===== src/rtl/wordle_pkg.sv =====
// rtl/wordle_pkg.sv - shared states, ASCII codes and default sizes for the Wordle guess controller
package wordle_pkg;

  localparam logic [3:0] QI    = 4'b0001;
  localparam logic [3:0] QRUN  = 4'b0010;
  localparam logic [3:0] QEVAL = 4'b0100;
  localparam logic [3:0] QDONE = 4'b1000;

  typedef enum logic [3:0] {
    S_I    = QI,
    S_RUN  = QRUN,
    S_EVAL = QEVAL,
    S_DONE = QDONE
  } state_e;

  localparam logic [7:0] ASCII_SPACE = 8'h20;
  localparam logic [7:0] ASCII_A     = 8'h41;
  localparam logic [7:0] ASCII_Z     = 8'h5A;

  localparam int WORD_LEN_DEF    = 5;
  localparam int MAX_GUESSES_DEF = 6;

  function automatic logic is_upper_letter(input logic [7:0] c);
    return (c >= ASCII_A) && (c <= ASCII_Z);
  endfunction

endpackage


===== src/rtl/wordle_guess_buf.sv =====
// rtl/wordle_guess_buf.sv - fixed-depth letter buffer with push, pop-last and clear-to-space
module wordle_guess_buf
  import wordle_pkg::*;
#(
  parameter int WORD_LEN = WORD_LEN_DEF
) (
  input  logic                  i_clk,
  input  logic                  i_rst_n,
  input  logic                  i_clr,
  input  logic                  i_push,
  input  logic                  i_pop,
  input  logic [7:0]            i_data,
  output logic [8*WORD_LEN-1:0] o_guess,
  output logic [2:0]            o_count
);

  localparam logic [2:0] LEN = 3'(WORD_LEN);

  logic [7:0] r_slots [WORD_LEN];
  logic [2:0] r_count;
  logic       w_can_push;
  logic       w_can_pop;
  logic [2:0] w_last;

  assign w_can_push = i_push && (r_count < LEN);
  assign w_can_pop  = i_pop && (r_count != 3'd0);
  assign w_last     = r_count - 3'd1;

  // Clear beats pop beats push; the controller normally asserts only one.
  always_ff @(posedge i_clk or negedge i_rst_n) begin
    if (!i_rst_n) begin
      r_count <= 3'd0;
      for (int i = 0; i < WORD_LEN; i++) r_slots[i] <= ASCII_SPACE;
    end else if (i_clr) begin
      r_count <= 3'd0;
      for (int i = 0; i < WORD_LEN; i++) r_slots[i] <= ASCII_SPACE;
    end else if (w_can_pop) begin
      r_count <= w_last;
      for (int i = 0; i < WORD_LEN; i++)
        if (w_last == 3'(i)) r_slots[i] <= ASCII_SPACE;
    end else if (w_can_push) begin
      r_count <= r_count + 3'd1;
      for (int i = 0; i < WORD_LEN; i++)
        if (r_count == 3'(i)) r_slots[i] <= i_data;
    end
  end

  for (genvar g = 0; g < WORD_LEN; g++) begin : g_pack
    assign o_guess[8*g +: 8] = r_slots[g];
  end

  assign o_count = r_count;

endmodule


===== src/rtl/wordle_guess_ctrl.sv =====
// rtl/wordle_guess_ctrl.sv - one-game Wordle sequencer: letter entry, evaluator handshake, win/lose
module wordle_guess_ctrl
  import wordle_pkg::*;
#(
  parameter int WORD_LEN    = WORD_LEN_DEF,
  parameter int MAX_GUESSES = MAX_GUESSES_DEF
) (
  input  logic                  Clk,
  input  logic                  reset,
  input  logic                  Start,
  input  logic                  Ack,
  input  logic                  sel,
  input  logic                  del,
  input  logic                  enter,
  input  logic [7:0]            curr_letter,
  input  logic                  eval_ack,
  input  logic                  eval_win,
  output logic [8*WORD_LEN-1:0] guess,
  output logic [2:0]            letter_count,
  output logic [2:0]            attempt,
  output logic                  eval_req,
  output logic                  done,
  output logic                  win,
  output logic                  lose,
  output logic                  q_I,
  output logic                  q_Run,
  output logic                  q_Eval,
  output logic                  q_Done
);

  localparam logic [2:0] LEN  = 3'(WORD_LEN);
  localparam logic [2:0] LAST = 3'(MAX_GUESSES);

  state_e     r_state;
  logic [2:0] r_attempt;
  logic       r_eval_req;
  logic       r_win;
  logic       r_lose;

  state_e     w_next_state;
  logic [2:0] w_attempt_nx;
  logic       w_eval_req_nx;
  logic       w_win_nx;
  logic       w_lose_nx;
  logic       w_clr;
  logic       w_push;
  logic       w_pop;
  logic [2:0] w_count;
  logic [2:0] w_attempt_inc;

  assign w_attempt_inc = r_attempt + 3'd1;

  wordle_guess_buf #(.WORD_LEN(WORD_LEN)) u_buf (
    .i_clk   (Clk),
    .i_rst_n (reset),
    .i_clr   (w_clr),
    .i_push  (w_push),
    .i_pop   (w_pop),
    .i_data  (curr_letter),
    .o_guess (guess),
    .o_count (w_count)
  );

  always_ff @(posedge Clk or negedge reset) begin
    if (!reset) begin
      r_state    <= S_I;
      r_attempt  <= 3'd0;
      r_eval_req <= 1'b0;
      r_win      <= 1'b0;
      r_lose     <= 1'b0;
    end else begin
      r_state    <= w_next_state;
      r_attempt  <= w_attempt_nx;
      r_eval_req <= w_eval_req_nx;
      r_win      <= w_win_nx;
      r_lose     <= w_lose_nx;
    end
  end

  always_comb begin
    w_next_state  = r_state;
    w_attempt_nx  = r_attempt;
    w_eval_req_nx = r_eval_req;
    w_win_nx      = r_win;
    w_lose_nx     = r_lose;
    w_clr         = 1'b0;
    w_push        = 1'b0;
    w_pop         = 1'b0;
    case (r_state)
      S_I: begin
        w_eval_req_nx = 1'b0;
        if (Start) begin
          w_next_state = S_RUN;
          w_clr        = 1'b1;
          w_attempt_nx = 3'd0;
          w_win_nx     = 1'b0;
          w_lose_nx    = 1'b0;
        end
      end
      S_RUN: begin
        // enter owns the cycle even when the guess is short, so del/sel are dropped too
        if (enter) begin
          if (w_count == LEN) begin
            w_next_state  = S_EVAL;
            w_eval_req_nx = 1'b1;
          end
        end else if (del) begin
          w_pop = (w_count != 3'd0);
        end else if (sel) begin
          w_push = (w_count < LEN) && is_upper_letter(curr_letter);
        end
      end
      S_EVAL: begin
        w_eval_req_nx = 1'b1;
        if (eval_ack) begin
          w_eval_req_nx = 1'b0;
          w_attempt_nx  = w_attempt_inc;
          if (eval_win) begin
            w_next_state = S_DONE;
            w_win_nx     = 1'b1;
          end else if (w_attempt_inc == LAST) begin
            w_next_state = S_DONE;
            w_lose_nx    = 1'b1;
          end else begin
            w_next_state = S_RUN;
            w_clr        = 1'b1;
          end
        end
      end
      S_DONE: begin
        if (Ack) w_next_state = S_I;
      end
      default: begin
        w_next_state  = S_I;
        w_eval_req_nx = 1'b0;
      end
    endcase
  end

  assign letter_count = w_count;
  assign attempt      = r_attempt;
  assign eval_req     = r_eval_req;
  assign win          = r_win;
  assign lose         = r_lose;
  assign done         = (r_state == S_DONE);
  assign q_I          = (r_state == S_I);
  assign q_Run        = (r_state == S_RUN);
  assign q_Eval       = (r_state == S_EVAL);
  assign q_Done       = (r_state == S_DONE);

endmodule


===== config.mk =====
export PLATFORM = sky130hd
export DESIGN_NAME = wordle_guess_ctrl
export DESIGN_NICKNAME = d
export VERILOG_FILES = /design/src/rtl/wordle_pkg.sv /design/src/rtl/wordle_guess_buf.sv /design/src/rtl/wordle_guess_ctrl.sv
export SDC_FILE = /design/constraint.sdc
export NUM_CORES = 1
export LEC_CHECK = 0
export BUFFER_PORTS_ARGS = -buffer_cell sky130_fd_sc_hd__buf_2
export CELL_PAD_IN_SITES_DETAIL_PLACEMENT = 0
export CELL_PAD_IN_SITES_GLOBAL_PLACEMENT = 1
export CORE_AREA = 5 5 86 88
export CTS_BUF_LIST = sky130_fd_sc_hd__clkbuf_2 sky130_fd_sc_hd__clkbuf_4 sky130_fd_sc_hd__clkbuf_8
export DETAILED_ROUTE_END_ITERATION = 6
export DIE_AREA = 0 0 91 93
export PLACE_DENSITY_LB_ADDON = 0.3
export SETUP_SLACK_MARGIN = 0.4
export SYNTH_ARGS = -nofsm -noshare
export SYNTH_HDL_FRONTEND = slang
export SYNTH_SLANG_ARGS = --single-unit

===== constraint.sdc =====
create_clock -name Clk -period 2.4 [get_ports Clk]
set_input_delay 0.12 -clock Clk [delete_from_list [all_inputs] [get_ports Clk]]
set_output_delay 0.12 -clock Clk [all_outputs]
set_load 0.005 [all_outputs]

==> metrics.txt, run 1 <==
# TYPE chip_impl_metric gauge
chip_impl_info{name="run_status",value="finished clean"} 1
chip_impl_info{name="root_buffer_selected_by_cts",value="clkbuf_8"} 1
chip_impl_metric{name="dieArea",unit="um^2"} 8460
chip_impl_metric{name="max_cap_violations",unit=""} 0
chip_impl_metric{name="cts_num_sinks",unit=""} 53
chip_impl_metric{name="grt_antenna_before_repair",unit=""} 0
chip_impl_metric{name="dp.cells",unit=""} 398
chip_impl_metric{name="final_report_max_slew_violation_count",unit=""} 0
chip_impl_metric{name="grt_start_max_net_pins",unit=""} 29
chip_impl_metric{name="fillCellCount",unit=""} 613
chip_impl_metric{name="setup_viol_count_final",unit=""} 0
chip_impl_metric{name="post-route-worst-setup-slack",unit="ns"} 0.316
chip_impl_metric{name="first_iter_violations",unit=""} 63
chip_impl_info{name="end_kind",value="flip-flop"} 1
chip_impl_metric{name="r2r.worst_path.cells",unit=""} 7
chip_impl_metric{name="power.leakage",unit="nW"} 2.02
chip_impl_metric{name="timing.critical_path.required",unit="ns"} 2.64
chip_impl_metric{name="asyncSetResetFlopFracSynth",unit="%"} 100
chip_impl_metric{name="post_synth_instance_area",unit="um^2"} 2640
chip_impl_metric{name="route.detailed.drc",unit=""} 0
chip_impl_info{name="rsz0062_at_grt",value="yes"} 1
chip_impl_metric{name="insertedDiodeCount",unit=""} 0
chip_impl_metric{name="number_of_standard_cells_after_synthesis",unit=""} 245
chip_impl_info{name="worst-setup-path-type",value="flip-flop to flip-flop"} 1
chip_impl_info{name="timing.critical_path.to",value="u_buf.o_guess[5]"} 1
chip_impl_info{name="cp-startpoint",value="r_state[0]"} 1
chip_impl_metric{name="max-vdd-ir-drop",unit="mV"} 0.433
chip_impl_metric{name="crit_arrival",unit="ns"} 2.32
chip_impl_info{name="rr_endpoint",value="u_buf.o_guess[5]"} 1
chip_impl_metric{name="route.antenna.remaining_nets",unit=""} 0
chip_impl_metric{name="power_density",unit="nW/um^2"} 819
chip_impl_metric{name="floorplan.die.height",unit="um"} 93
chip_impl_metric{name="drt_total_wl",unit="um"} 7350
chip_impl_metric{name="fp-row-count",unit=""} 30
chip_impl_metric{name="finalClockSkew",unit="ns"} 0.00796
chip_impl_metric{name="wire_length_of_the_first_global_routing_pass",unit="um"} 12000
chip_impl_metric{name="vias_in_the_first_global_route",unit=""} 2279
chip_impl_metric{name="globalplace.congestion",unit=""} 0.809
chip_impl_metric{name="design_area",unit="um^2"} 3610
chip_impl_info{name="cts_tree",value="done"} 1
chip_impl_info{name="crit_start_category",value="flip-flop"} 1
chip_impl_metric{name="grt_use_total",unit="%"} 17.3
chip_impl_metric{name="final_nets",unit=""} 372
chip_impl_metric{name="post_drt_via_cell_ratio",unit=""} 5.33
chip_impl_metric{name="initial_utilization",unit="%"} 40.2
chip_impl_metric{name="ys_seq_area_share",unit="%"} 50.5
chip_impl_metric{name="tightest_slew",unit="ns"} 0.671
chip_impl_metric{name="postSynthAreaPerCell",unit="um^2"} 10.8
chip_impl_metric{name="wl_per_cell",unit="um"} 17.2
chip_impl_metric{name="timing.fmax",unit="MHz"} 480
chip_impl_metric{name="synth_warnings",unit=""} 0
chip_impl_metric{name="clockBufferDepth",unit=""} 2
chip_impl_info{name="crit-reg2reg-launch",value="r_state[0]"} 1
chip_impl_metric{name="grt.overflow.total",unit=""} 0
chip_impl_metric{name="num_vias",unit=""} 2274
chip_impl_metric{name="clkTransAtPathRegs",unit="ns"} 0.09
chip_impl_metric{name="dpl.hpwl",unit="um"} 5200
chip_impl_metric{name="die_width",unit="um"} 91
chip_impl_metric{name="port_buffer_count",unit=""} 70
chip_impl_info{name="synthFlopType",value="dfrtp_1"} 1
chip_impl_metric{name="final_critical_delay_including_setup_and_external_delays",unit="ns"} 2.08
chip_impl_metric{name="synth-edff-count",unit=""} 0
chip_impl_metric{name="postSynthRegisterBits",unit=""} 53
chip_impl_metric{name="fraction_of_layout_instances_using_a_drive_strength_above_1",unit="%"} 44.4
chip_impl_metric{name="dpl-instance-area",unit="um^2"} 3190
chip_impl_metric{name="worst_skew_pair.late_latency",unit="ns"} 0.30
chip_impl_metric{name="drt_pass1_iterations",unit=""} 4
chip_impl_metric{name="finalHoldViolCount",unit=""} 0
chip_impl_info{name="worstHoldPathType",value="primary input to flip-flop"} 1
chip_impl_metric{name="yosysUniqueCellTypes",unit=""} 51
chip_impl_metric{name="totalNegativeSetupSlack",unit="ns"} 0
chip_impl_metric{name="area_delta_synth_final",unit="%"} 37.0
chip_impl_metric{name="io_pins",unit=""} 71
chip_impl_metric{name="finalCritPeriodShare",unit="%"} 86.8
chip_impl_metric{name="core_region_area",unit="um^2"} 6570
chip_impl_metric{name="cts_buffers",unit=""} 5
chip_impl_metric{name="cp_max_fo",unit=""} 6
chip_impl_metric{name="regToRegSetupSlack",unit="ns"} 0.32
chip_impl_metric{name="cts-htree-levels",unit=""} 2
chip_impl_metric{name="finish.cell_count_without_fillers",unit=""} 427
chip_impl_metric{name="syn_nets",unit=""} 271
chip_impl_metric{name="hold-worst-slack",unit="ns"} 0.0306
chip_impl_metric{name="pre_cts_ws",unit="ns"} 0.125
chip_impl_metric{name="max_slew_margin",unit="%"} 55.3
-- Yosys cell counts (2+ instances only) --
cell       instances  area (um^2)
a21o_1             2         15.0
a21oi_1            9         45.0
a31oi_1            3         18.8
a32o_1             2         20.0
and3_1             7         43.8
buf_4              2         15.0
clkbuf_1           5         18.8
dfrtp_1           47         1180
dfstp_2            6          158
ha_1               9          113
inv_1              6         22.5
mux2i_1           29          290
nand2_1           30          113
nand2b_1           5         31.3
nand3_1           11         55.1
nand3_2            2         20.0
nor2_1            14         52.6
nor2b_1            3         18.8
nor3_1             2         10.0
o211ai_1           6         45.0
o21a_1             2         15.0
o21ai_0           10         50.1
o22ai_1            2         12.5
o2bb2ai_1          2         17.5
or3_1              2         12.5
or4_1              2         15.0
-- kinds of logic (layout without fill, tap and decap cells) --
family / Yosys count / after routing / share of synthesized area [%]
and+or+nand+nor: 87 / 87 / 17.5
buffers and inverters: 17 / 118 / 3.22
AOI/OAI and AO/OA: 49 / 50 / 13.1
DFF: 53 / 53 / 50.5
xor gates and xnor gates: 1 / 1 / 0.332
adders and majority gates: 9 / 9 / 4.27
muxes: 29 / 29 / 11.0
-- final cells by class --
cell class | count | area (um^2) | area share, %
sequential | 53 | 1330 | 36.9
clock buffer | 6 | 82.6 | 2.28
multi-input combinational | 176 | 1410 | 39.1
inverter | 8 | 40.0 | 1.11
tap | 80 | 100 | 2.77
clock inverter | 2 | 13.8 | 0.381
timing repair buffer | 102 | 632 | 17.5
-- registers in the layout, summed over array words and instances, names as in the netlist --
signal	flops
r_state	4
u_buf.o_guess	40
u_buf.o_count	3
eval_req	1
win	1
lose	1
attempt	3
-- through the flow --
stage | total power, mW | utilization [%]
after floorplan | 1.73 | -
after global placement | 2.12 | 48.5
after detailed placement | 2.13 | 48.5
after CTS | 2.84 | 52.6
after global routing | 3.15 | 55.0
final | 2.96 | 55.0
-- where the power goes --
part           internal (mW)  switching [mW]  total, mW
registers              0.991          0.0863       1.08
clock network          0.235           0.295      0.529
logic                  0.604           0.749       1.35
-- how the worst min path moves through the flow --
stage	cells past startpoint	startpoint	endpoint
after global routing	2	Ack	r_state[3]
after floorplan	0	reset	attempt[0]
final	2	Start	lose
after CTS	2	Start	lose
after global placement	1	reset	u_buf.o_guess[17]
after detailed placement	1	reset	u_buf.o_guess[17]
-- worst max-delay path, cell delays in order (launching register included) --
cell	delay [ns]
dfstp_2	0.40
or4b_4	0.59
inv_8	0.09
buf_4	0.11
nand2b_4	0.06
a21o_4	0.20
or4_4	0.42
a21boi_0	0.14
-- cells in the final DEF, fill, tap and decap left out, drive strengths merged, types with 2 or more instances in the layout --
| cell type | instances |
|---|---|
| buf | 101 |
| dfrtp | 47 |
| nand2 | 31 |
| mux2i | 29 |
| nor2 | 14 |
| nand3 | 13 |
| o21ai | 11 |
| a21oi | 9 |
| ha | 9 |
| inv | 8 |
| o211ai | 7 |
| and3 | 7 |
| clkbuf | 6 |
| dfstp | 6 |
| nand2b | 5 |
| nor2b | 3 |
| or4b | 3 |
| a31oi | 3 |
| or3 | 2 |
| o2bb2ai | 2 |
| o22ai | 2 |
| a32o | 2 |
| nor3 | 2 |
| o21a | 2 |
| or4 | 2 |
| nor3b | 2 |
| o31a | 2 |
| a21o | 2 |
| clkinv | 2 |
-- per-layer routing --
layer / GRT usage (%) / routed length [um] / up-vias
met1: 23.9 / 3350 / 1123
li1: - / - / 1092
met3: 4.18 / 353 / 4
met4: 2.93 / 40 / 0
met5: 0 / 0 / -
met2: 28.2 / 3600 / 55
-- timing repair --
action,in CTS,in global routing
hold buffers,1,0
pin swaps,7,3
gates resized for setup,18,24
setup buffers,10,9
gates cloned,0,1
hold endpoints to repair,26,0
setup endpoints to repair,40,41
(Power assumes the default switching activity.)
==> inputs of run 2 (changes only) <==
--- a/config.mk
+++ b/config.mk
@@ -6,14 +6,16 @@
 export NUM_CORES = 1
 export LEC_CHECK = 0
 export BUFFER_PORTS_ARGS = -buffer_cell sky130_fd_sc_hd__buf_2
-export CELL_PAD_IN_SITES_DETAIL_PLACEMENT = 0
-export CELL_PAD_IN_SITES_GLOBAL_PLACEMENT = 1
-export CORE_AREA = 5 5 86 88
+export CELL_PAD_IN_SITES_DETAIL_PLACEMENT = 2
+export CELL_PAD_IN_SITES_GLOBAL_PLACEMENT = 2
+export CORE_AREA = 5 5 95 97
 export CTS_BUF_LIST = sky130_fd_sc_hd__clkbuf_2 sky130_fd_sc_hd__clkbuf_4 sky130_fd_sc_hd__clkbuf_8
 export DETAILED_ROUTE_END_ITERATION = 6
-export DIE_AREA = 0 0 91 93
+export DIE_AREA = 0 0 100 102
 export PLACE_DENSITY_LB_ADDON = 0.3
 export SETUP_SLACK_MARGIN = 0.4
+export SLEW_MARGIN = 20
 export SYNTH_ARGS = -nofsm -noshare
 export SYNTH_HDL_FRONTEND = slang
+export SYNTH_HIERARCHICAL = 1
 export SYNTH_SLANG_ARGS = --single-unit
==> metrics.txt, run 2 <==
# TYPE chip_impl_metric gauge
chip_impl_metric{name="ys_seq_area_share",unit="%"} 48.3
chip_impl_metric{name="area_delta_synth_final",unit="%"} 51.0
chip_impl_metric{name="dpl-instance-area",unit="um^2"} 3400
chip_impl_metric{name="route.detailed.drc",unit=""} 0
chip_impl_metric{name="total_power",unit="mW"} 3.56
chip_impl_metric{name="cp_max_fo",unit=""} 8
chip_impl_metric{name="cts_buffers",unit=""} 5
chip_impl_metric{name="worst_skew_pair.late_latency",unit="ns"} 0.32
chip_impl_metric{name="num_vias",unit=""} 2738
chip_impl_metric{name="setup_viol_count_final",unit=""} 0
chip_impl_metric{name="post_drt_via_cell_ratio",unit=""} 5.86
chip_impl_metric{name="cts_num_sinks",unit=""} 53
chip_impl_metric{name="power_density",unit="nW/um^2"} 853
chip_impl_info{name="layout.cells.most_common",value="buf_2"} 1
chip_impl_info{name="synth_top_cells_by_area",value="dfrtp_1 43%, a32o_1 5.8%, dfstp_2 5.7%"} 1
chip_impl_metric{name="fraction_of_layout_instances_using_a_drive_strength_above_1",unit="%"} 56.1
chip_impl_metric{name="design_area",unit="um^2"} 4170
chip_impl_metric{name="timing.critical_path.required",unit="ns"} 2.61
chip_impl_metric{name="initial_utilization",unit="%"} 34.3
chip_impl_metric{name="floorplan.die.height",unit="um"} 102
chip_impl_metric{name="globalplace.congestion",unit=""} 0.776
chip_impl_metric{name="synth.top_cell.area_share",unit="%"} 42.6
chip_impl_metric{name="wl_per_cell",unit="um"} 28.3
chip_impl_metric{name="drt_pass1_iterations",unit=""} 4
chip_impl_metric{name="finalCritPeriodShare",unit="%"} 97.6
chip_impl_metric{name="number_of_standard_cells_after_synthesis",unit=""} 234
chip_impl_metric{name="vias_in_the_first_global_route",unit=""} 2961
chip_impl_metric{name="synth_warnings",unit=""} 6
chip_impl_info{name="worstHoldPathType",value="primary input to flip-flop"} 1
chip_impl_info{name="synth.most_common_cell",value="dfrtp_1"} 1
chip_impl_metric{name="finish.cell_count_without_fillers",unit=""} 467
chip_impl_info{name="worst-setup-path-type",value="flip-flop to flip-flop"} 1
chip_impl_metric{name="pre_cts_ws",unit="ns"} -0.118
chip_impl_metric{name="finalCoreUtilization",unit="%"} 51.8
chip_impl_metric{name="totalNegativeSetupSlack",unit="ns"} 0
chip_impl_metric{name="post_synth_instance_area",unit="um^2"} 2760
chip_impl_info{name="rsz0062_at_grt",value="yes"} 1
chip_impl_metric{name="crit_arrival",unit="ns"} 2.56
chip_impl_metric{name="yosysUniqueCellTypes",unit=""} 62
chip_impl_metric{name="grt_use_total",unit="%"} 23.6
chip_impl_metric{name="dp.cells",unit=""} 416
chip_impl_metric{name="max_cap_violations",unit=""} 0
chip_impl_metric{name="route.antenna.remaining_nets",unit=""} 0
chip_impl_metric{name="final_critical_delay_including_setup_and_external_delays",unit="ns"} 2.34
chip_impl_metric{name="wire_length_of_the_first_global_routing_pass",unit="um"} 18100
chip_impl_metric{name="insertedDiodeCount",unit=""} 0
chip_impl_metric{name="dieArea",unit="um^2"} 10200
chip_impl_metric{name="grt_antenna_before_repair",unit=""} 0
chip_impl_metric{name="postSynthAreaPerCell",unit="um^2"} 11.8
chip_impl_metric{name="timing.fmax",unit="MHz"} 427
chip_impl_metric{name="cts-htree-levels",unit=""} 2
chip_impl_metric{name="max-vdd-ir-drop",unit="mV"} 0.320
chip_impl_info{name="root_buffer_selected_by_cts",value="clkbuf_8"} 1
chip_impl_metric{name="grt_start_max_net_pins",unit=""} 31
chip_impl_metric{name="drt_total_wl",unit="um"} 13200
chip_impl_metric{name="synth-edff-count",unit=""} 0
chip_impl_metric{name="dpl.hpwl",unit="um"} 6530
chip_impl_metric{name="first_iter_violations",unit=""} 108
chip_impl_info{name="run_status",value="finished clean"} 1
chip_impl_metric{name="finalClockSkew",unit="ns"} 0.0139
chip_impl_metric{name="core_region_area",unit="um^2"} 8050
chip_impl_metric{name="asyncSetResetFlopFracSynth",unit="%"} 100
chip_impl_metric{name="fp-row-count",unit=""} 33
chip_impl_info{name="final_cell_mix",value="70 x buf_2, 47 x buf_4, 42 x dfrtp_1"} 1
chip_impl_info{name="end_kind",value="flip-flop"} 1
chip_impl_metric{name="syn_nets",unit=""} 261
chip_impl_metric{name="hold-worst-slack",unit="ns"} 0.0684
chip_impl_info{name="cell_taking_the_most_area_after_synthesis",value="dfrtp_1"} 1
chip_impl_metric{name="io_pins",unit=""} 71
chip_impl_metric{name="max_slew_margin",unit="%"} 42.0
chip_impl_metric{name="finalHoldViolCount",unit=""} 0
chip_impl_info{name="commonest_cells_in_the_synthesized_netlist",value="47 x dfrtp_1, 17 x a22o_1, 17 x inv_1"} 1
chip_impl_metric{name="clockBufferDepth",unit=""} 2
chip_impl_metric{name="final_report_max_slew_violation_count",unit=""} 0
chip_impl_info{name="crit_start_category",value="flip-flop"} 1
chip_impl_metric{name="die_width",unit="um"} 100
chip_impl_metric{name="power.leakage",unit="nW"} 1.97
chip_impl_metric{name="postSynthRegisterBits",unit=""} 53
chip_impl_metric{name="post-route-worst-setup-slack",unit="ns"} 0.0576
chip_impl_metric{name="grt.overflow.total",unit=""} 0
chip_impl_info{name="synthFlopType",value="dfrtp_1"} 1
chip_impl_metric{name="clkTransAtPathRegs",unit="ns"} 0.11
chip_impl_metric{name="tightest_slew",unit="ns"} 0.861
chip_impl_info{name="cts_tree",value="done"} 1
chip_impl_metric{name="final_nets",unit=""} 388
chip_impl_metric{name="port_buffer_count",unit=""} 70
chip_impl_metric{name="largest_register_ff_count",unit=""} 40
==> run 2: worst paths after layout <==
| path | from | end | slack [ns] | cells after the start |
|---|---|---|---|---|
| max in group asynchronous | reset | u_buf/o_guess[29] | 1.17 | 3 |
| worst max-delay path | r_state[3] | u_buf/o_guess[22] | 0.06 | 9 |
| worst max register to register | r_state[3] | u_buf/o_guess[22] | 0.06 | 9 |
| min in group asynchronous | reset | win | 0.33 | 2 |
| worst min register to register | u_buf/o_guess[13] | u_buf/o_guess[13] | 0.49 | 2 |
| worst min-delay path | Start | r_state[0] | 0.07 | 3 |
==> run 2: power by group <==
part / internal (mW) / switching, mW
sequential: 0.954 / 0.0771
clock: 0.218 / 0.339
combinational: 0.879 / 1.09
total: 2.05 / 1.51
==> run 2: kinds of logic after synthesis <==
family	synth area share (%)
AOI/OAI and AO/OA	29.1
DFF	48.3
and+or+nand+nor	13.0
buffers and inverters	4.53
adders and majority gates	4.53
xor gates and xnor gates	0.634
==> run 2: per-layer routing <==
layer	up-vias	GRT usage (%)	wire [um]
met2	112	42.1	6960
met3	29	3.48	588
met4	0	7.67	373
met5	-	0	0
li1	1171	-	-
met1	1426	29.4	5280
==> run 2: cell type report <==
cell class                 count  area, um^2
clock inverter                 2        15.0
fill                         809        3880
clock buffer                   6        76.3
inverter                      18        70.1
multi-input combinational    154        1630
timing repair buffer         129         911
tap                          105         131
sequential                    53        1340
==> run 2: worst max-delay path, stage by stage (launching register included) <==
cell	delay, ns
dfrtp_2	0.48
nor4b_4	0.34
buf_4	0.18
o211ai_1	0.13
nor3_2	0.22
buf_4	0.20
a221o_1	0.22
o311ai_4	0.14
buf_12	0.19
o2bb2ai_1	0.13
==> run 2: repair_timing <==
item | CTS | global route
buffers inserted | 28 | 12
endpoints found under the hold margin | 19 | 0
hold buffers | 1 | 0
gates cloned | 2 | 0
setup endpoints to repair | 43 | 43
resized for setup | 30 | 23
pin swaps | 13 | 12
